<file path="config.mk">
export PLATFORM = sky130hd
export DESIGN_NAME = spi_write_fifo
export DESIGN_NICKNAME = d
export VERILOG_FILES = /design/src/rtl/spi_write_fifo.sv
export SDC_FILE = /design/constraint.sdc
export NUM_CORES = 1
export LEC_CHECK = 0
export ABC_AREA = 1
export CAP_MARGIN = 0
export CORE_ASPECT_RATIO = 0.9
export CORE_MARGIN = 5
export CORE_UTILIZATION = 30
export CTS_CLUSTER_SIZE = 25
export DETAILED_ROUTE_END_ITERATION = 10
export PLACE_DENSITY = 0.43
export SYNTH_ARGS = -nofsm -noshare
export SYNTH_HDL_FRONTEND = slang
export SYNTH_SLANG_ARGS = --single-unit
</file>
<file path="constraint.sdc">
create_clock -name clock_in -period 2.1 [get_ports clock_in]
set_clock_uncertainty 0.05 [all_clocks]
set_input_delay 0.42 -clock clock_in [delete_from_list [all_inputs] [get_ports clock_in]]
set_output_delay 0.42 -clock clock_in [all_outputs]
set_load 0.05 [all_outputs]
</file>
<file path="src/rtl/spi_write_fifo.sv">
// Purpose: SPI write endpoint; operand bytes sent under REGISTER_ADDRESS are queued in a FIFO, STATUS_ADDRESS returns a status byte.
// Latency: a byte is visible on data_out one cycle after operand_valid_in rises; status is valid from the cycle after the opcode rising edge.
// Backpressure: the drain port is valid/ready; pushes into a full FIFO are dropped and latch the sticky overflow_out flag.
//
// Ports:
//   clock_in, reset_in          - system clock, async active-high reset
//   opcode_in/opcode_valid_in   - opcode byte and level valid (high until chip-select release)
//   operand_in/operand_valid_in - operand byte and per-byte valid pulse
//   response_out/_valid_out     - status byte {overflow, 2'b00, count[4:0]} while in STATUS
//   data_out/data_valid_out     - head of FIFO (first-word-fall-through), FIFO not empty
//   data_ready_in               - downstream accepts data_out this cycle
//   overflow_out                - sticky: at least one byte was dropped since the last status read
module spi_write_fifo #(
  parameter logic [7:0] REGISTER_ADDRESS = 8'h10,
  parameter logic [7:0] STATUS_ADDRESS   = 8'h11,
  parameter int         DEPTH            = 16
) (
  input  logic       clock_in,
  input  logic       reset_in,
  input  logic [7:0] opcode_in,
  input  logic       opcode_valid_in,
  input  logic [7:0] operand_in,
  input  logic       operand_valid_in,
  output logic [7:0] response_out,
  output logic       response_valid_out,
  output logic [7:0] data_out,
  output logic       data_valid_out,
  input  logic       data_ready_in,
  output logic       overflow_out
);

  localparam int AW = (DEPTH > 1) ? $clog2(DEPTH) : 1;
  localparam int CW = AW + 1;
  localparam logic [CW-1:0] FULL_COUNT = CW'(DEPTH);

  typedef enum logic [1:0] {
    IDLE   = 2'd0,
    WRITE  = 2'd1,
    STATUS = 2'd2
  } state_t;

  state_t        state;
  logic          opcode_valid_q;
  logic          operand_valid_q;
  logic [AW-1:0] wr_ptr;
  logic [AW-1:0] rd_ptr;
  logic [CW-1:0] count;
  logic [7:0]    mem [DEPTH];

  logic opcode_rise;
  logic opcode_fall;
  logic operand_rise;
  logic full;
  logic push_req;
  logic push;
  logic pop;
  logic drop;
  logic [4:0] count_ext;
  logic [7:0] status_byte;

  // Edge detection against a one-cycle registered copy of each valid.
  assign opcode_rise  = opcode_valid_in & ~opcode_valid_q;
  assign opcode_fall  = ~opcode_valid_in & opcode_valid_q;
  assign operand_rise = operand_valid_in & ~operand_valid_q;

  // Full is judged on the pre-edge count, so a same-cycle pop never
  // makes room for the incoming byte.
  assign full     = (count == FULL_COUNT);
  assign push_req = (state == WRITE) && operand_rise;
  assign push     = push_req && !full;
  assign drop     = push_req && full;

  assign data_valid_out = (count != '0);
  assign pop            = data_valid_out && data_ready_in;
  assign data_out       = mem[rd_ptr];

  assign count_ext   = 5'(count);
  assign status_byte = {overflow_out, 2'b00, count_ext};

  // Storage carries no reset; contents are only observed while count != 0.
  always_ff @(posedge clock_in) begin
    if (push) begin
      mem[wr_ptr] <= operand_in;
    end
  end

  always_ff @(posedge clock_in or posedge reset_in) begin
    if (reset_in) begin
      state              <= IDLE;
      opcode_valid_q     <= 1'b0;
      operand_valid_q    <= 1'b0;
      wr_ptr             <= '0;
      rd_ptr             <= '0;
      count              <= '0;
      overflow_out       <= 1'b0;
      response_valid_out <= 1'b0;
      response_out       <= 8'h00;
    end else begin
      opcode_valid_q  <= opcode_valid_in;
      operand_valid_q <= operand_valid_in;

      // Pointers wrap naturally at DEPTH (power of two).
      if (push) begin
        wr_ptr <= wr_ptr + AW'(1);
      end
      if (pop) begin
        rd_ptr <= rd_ptr + AW'(1);
      end
      case ({push, pop})
        2'b10:   count <= count + CW'(1);
        2'b01:   count <= count - CW'(1);
        default: count <= count;
      endcase

      // A drop in the same cycle as the status-read close keeps the flag set.
      if (drop) begin
        overflow_out <= 1'b1;
      end else if ((state == STATUS) && opcode_fall) begin
        overflow_out <= 1'b0;
      end

      case (state)
        IDLE: begin
          if (opcode_rise) begin
            if (opcode_in == REGISTER_ADDRESS) begin
              state <= WRITE;
            end else if (opcode_in == STATUS_ADDRESS) begin
              state              <= STATUS;
              response_valid_out <= 1'b1;
              response_out       <= status_byte;
            end
          end
        end
        WRITE: begin
          if (opcode_fall) begin
            state <= IDLE;
          end
        end
        STATUS: begin
          if (opcode_fall) begin
            state              <= IDLE;
            response_valid_out <= 1'b0;
          end
        end
        default: begin
          state              <= IDLE;
          response_valid_out <= 1'b0;
        end
      endcase
    end
  end

endmodule

</file>
==> impl_metrics.tcl <==
set metrics [dict create \
    violations "setup timing" \
    antenna_found_initial 0 \
    yosysTopAreaCell "edfxtp_1" \
    syn-cell-area_sq_mm 0.00678 \
    clkSlewWorstSetupHoldPaths_ns 0.06 \
    leakage_nw 3.87 \
    setup_slack_ns -0.258 \
    ys_ff_latch 153 \
    status "finished, violations left" \
    crit_chain "clkinv_4, buf_8, clkbuf_16, nand2_1, nand3_1, nand3_2, nand3_2, nand2_2, buf_12" \
    drt_pass1_iterations 5 \
    crit_type "register to output pin" \
    via_per_inst 4.42 \
    rr_endpoint "count[3]$_DFFE_PP0P_" \
    cts_sinks 153 \
    synth_cell_types 26 \
    crit_fanout 6 \
    cts-root-buf "clkbuf_16" \
    core_sq_mm 0.0224 \
    gp_congestion 0.872 \
    worstMarginPinSlew_ns 0.512 \
    timing.final.crit_share_pct 112 \
    drive_gt1_share_pct 26.9 \
    area_growth_pct 34.3 \
    postSynthAreaPerCell_sq_um 10.1 \
    insertion_delay_ns 0.42 \
    ant_nets 0 \
    first_global_vias 4947 \
    syn_inst 670 \
    fin_hold_ws_ns 0.312 \
    slew_headroom_pct 65.8 \
    cpPeakStageDelay_ns 0.43 \
    fp-row-count 52 \
    rr_worst_depth 11 \
    critical_path_arrival_ns 1.89 \
    multi_input_area_sq_mm 0.00233 \
    wl_per_cell_um 17.0 \
    portBuffers 37 \
    start_util_pct 30.3 \
    synth-edff-count 128 \
    ys_top_cells_by_area "edfxtp_1 57%, nand2_1 14%, dfrtp_1 9.2%" \
    slew_violations 0 \
    die_area_sq_mm 0.0257 \
    fill_cells 2192 \
    ys_seq_area_share_pct 65.9 \
    die_w_um 168 \
    timing.rr.start "count[2]$_DFFE_PP0P_" \
    grt_use_total_pct 14.4 \
    reg2reg_slack_ns 0.13 \
    num_vias 4767 \
    yosys-top-cells-count "256 x nand2_1, 128 x edfxtp_1, 73 x nand3_1" \
    grt-ovfl-total 0 \
    cts_made_buffers 17 \
    nNetsFinal 802 \
    setup_violations 8 \
    regArea_sq_mm 0.00447 \
    setup-tns-final_ns -1.84 \
    fin_crit_ns 2.36 \
    drt-initial-drc-count 256 \
    cts_tree "done" \
    cpMostUsedCell "nand3_2" \
    hp-class "input port to async pin" \
    dpl.hpwl_um 11600 \
    ys_warn_count 0 \
    cts-hold-fix-buffers 0 \
    cp_data_required_time_ns 1.63 \
    clock_path_buffers 2 \
    grt_max_degree 28 \
    start_kind "register" \
    num_io_pins 40 \
    maxCapViolCount 0 \
    drc 0 \
    final_cells 1078 \
    hold_viol 0 \
    n_antenna_cell 0 \
    grt_pass1_wl_um 27700 \
    synth_top_cell_area_share_pct 56.7 \
    synth.most_common_cell "nand2_1" \
    async_reset_ff_share_pct 16.3 \
    h-tree-depth 4 \
    peakVddDrop_mv 0.643 \
    dp.cells 1032 \
    synthFlopType "edfxtp_1" \
    power_density_mw_per_mm2 1360 \
    slowest_stage "dfrtp_2" \
    clock.fmax_ghz 0.424 \
    fp.dieH_um 153 \
    wirelength_um 18400 \
    grt_setup_unrepaired "true" \
    cp-end-kind "output pin" \
]
==> cells in the final DEF (no fill, tap or decap), drive strengths merged, types with 3 or more instances in the layout <==
cell,count
o21ai,23
a21oi,4
bufinv,3
ha,12
dlymetal6s2s,3
xor2,5
inv,64
edfxtp,128
dfrtp,25
clkinv,9
buf,75
nor2,39
nand4,4
clkbuf,23
nand2,256
nand3,73
clkdlybuf4s50,24
==> worst max-delay path: cells and delay by family (launching register included) <==
kind,cells,cell delay (ns)
DFF,1,0.43
and+or+nand+nor,5,0.46
buffers and inverters,4,0.56
==> sequential cells by signal, indices dropped and copies added (netlist names) <==
| signal | flops |
|---|---|
| mem | 128 |
| response_out | 6 |
| count | 5 |
| rd_ptr | 4 |
| wr_ptr | 4 |
| state | 2 |
| opcode_valid_q | 1 |
| operand_valid_q | 1 |
| overflow_out | 1 |
| response_valid_out | 1 |
==> logic make-up (layout without fill, tap and decap cells) <==
group / Yosys count / after routing / synth area share (%)
compound gates: 30 / 30 / 2.32
fa+ha+maj: 13 / 13 / 2.51
xor+xnor: 7 / 7 / 0.904
other cells: 1 / 2 / 0.0553
flops: 153 / 153 / 65.9
simple gates: 372 / 372 / 22.1
buf+inv: 94 / 204 / 6.20
==> report_power, final <==
group	switching, W	total [W]	internal [W]
clock network	0.00115	0.00300	0.00185
registers	0.000125	0.00356	0.00343
logic	0.00346	0.00584	0.00238
==> layout make-up <==
type | count | share of cell area, %
sequential | 153 | 49.1
timing repair buffer | 105 | 12.2
clock buffer | 21 | 4.83
tap | 297 | 4.08
inverter | 67 | 2.84
clock inverter | 11 | 1.47
multi-input combinational | 424 | 25.6
==> layer usage <==
layer	routed length [um]	global-route usage (%)	vias to the layer above
li1	-	-	2384
met1	8320	19.2	2275
met2	8980	23.7	91
met3	820	2.93	17
met4	227	4.13	0
met5	0	0	-
==> through the flow <==
stage	setup WS [ns]	total power, W	cell area, sq um	util (%)
finish	-0.258	0.0124	9110	40.7
global route	-0.338	0.0131	9110	40.7
CTS	-0.293	0.0121	8820	39.4
detailed placement	-0.282	0.00831	7920	35.4
global placement	-0.260	0.00830	7920	35.4
floorplan	-0.350	0.00641	6840	-
==> how the worst max path moves through the flow <==
stage                     slack [ns]                   from              endpoint  depth (start not counted)
after floorplan                -0.35   count[2]$_DFFE_PP0P_  count[3]$_DFFE_PP0P_                         10
after global placement         -0.26       operand_valid_in  mem[10][5]$_DFFE_PP_                          9
after detailed placement       -0.28       operand_valid_in   mem[4][2]$_DFFE_PP_                          9
after CTS                      -0.29  rd_ptr[0]$_DFFE_PP0P_           data_out[2]                          9
after global routing           -0.34  rd_ptr[0]$_DFFE_PP0P_           data_out[3]                         10
final                          -0.26  rd_ptr[0]$_DFFE_PP0P_           data_out[1]                          9
==> repair_timing <==
action | CTS | global route
endpoints found under the setup margin | 55 | 142
pin swaps | 14 | 38
cloned | 4 | 2
resized for setup | 51 | 78
setup buffers | 5 | 6
(Power assumes the default switching activity.)
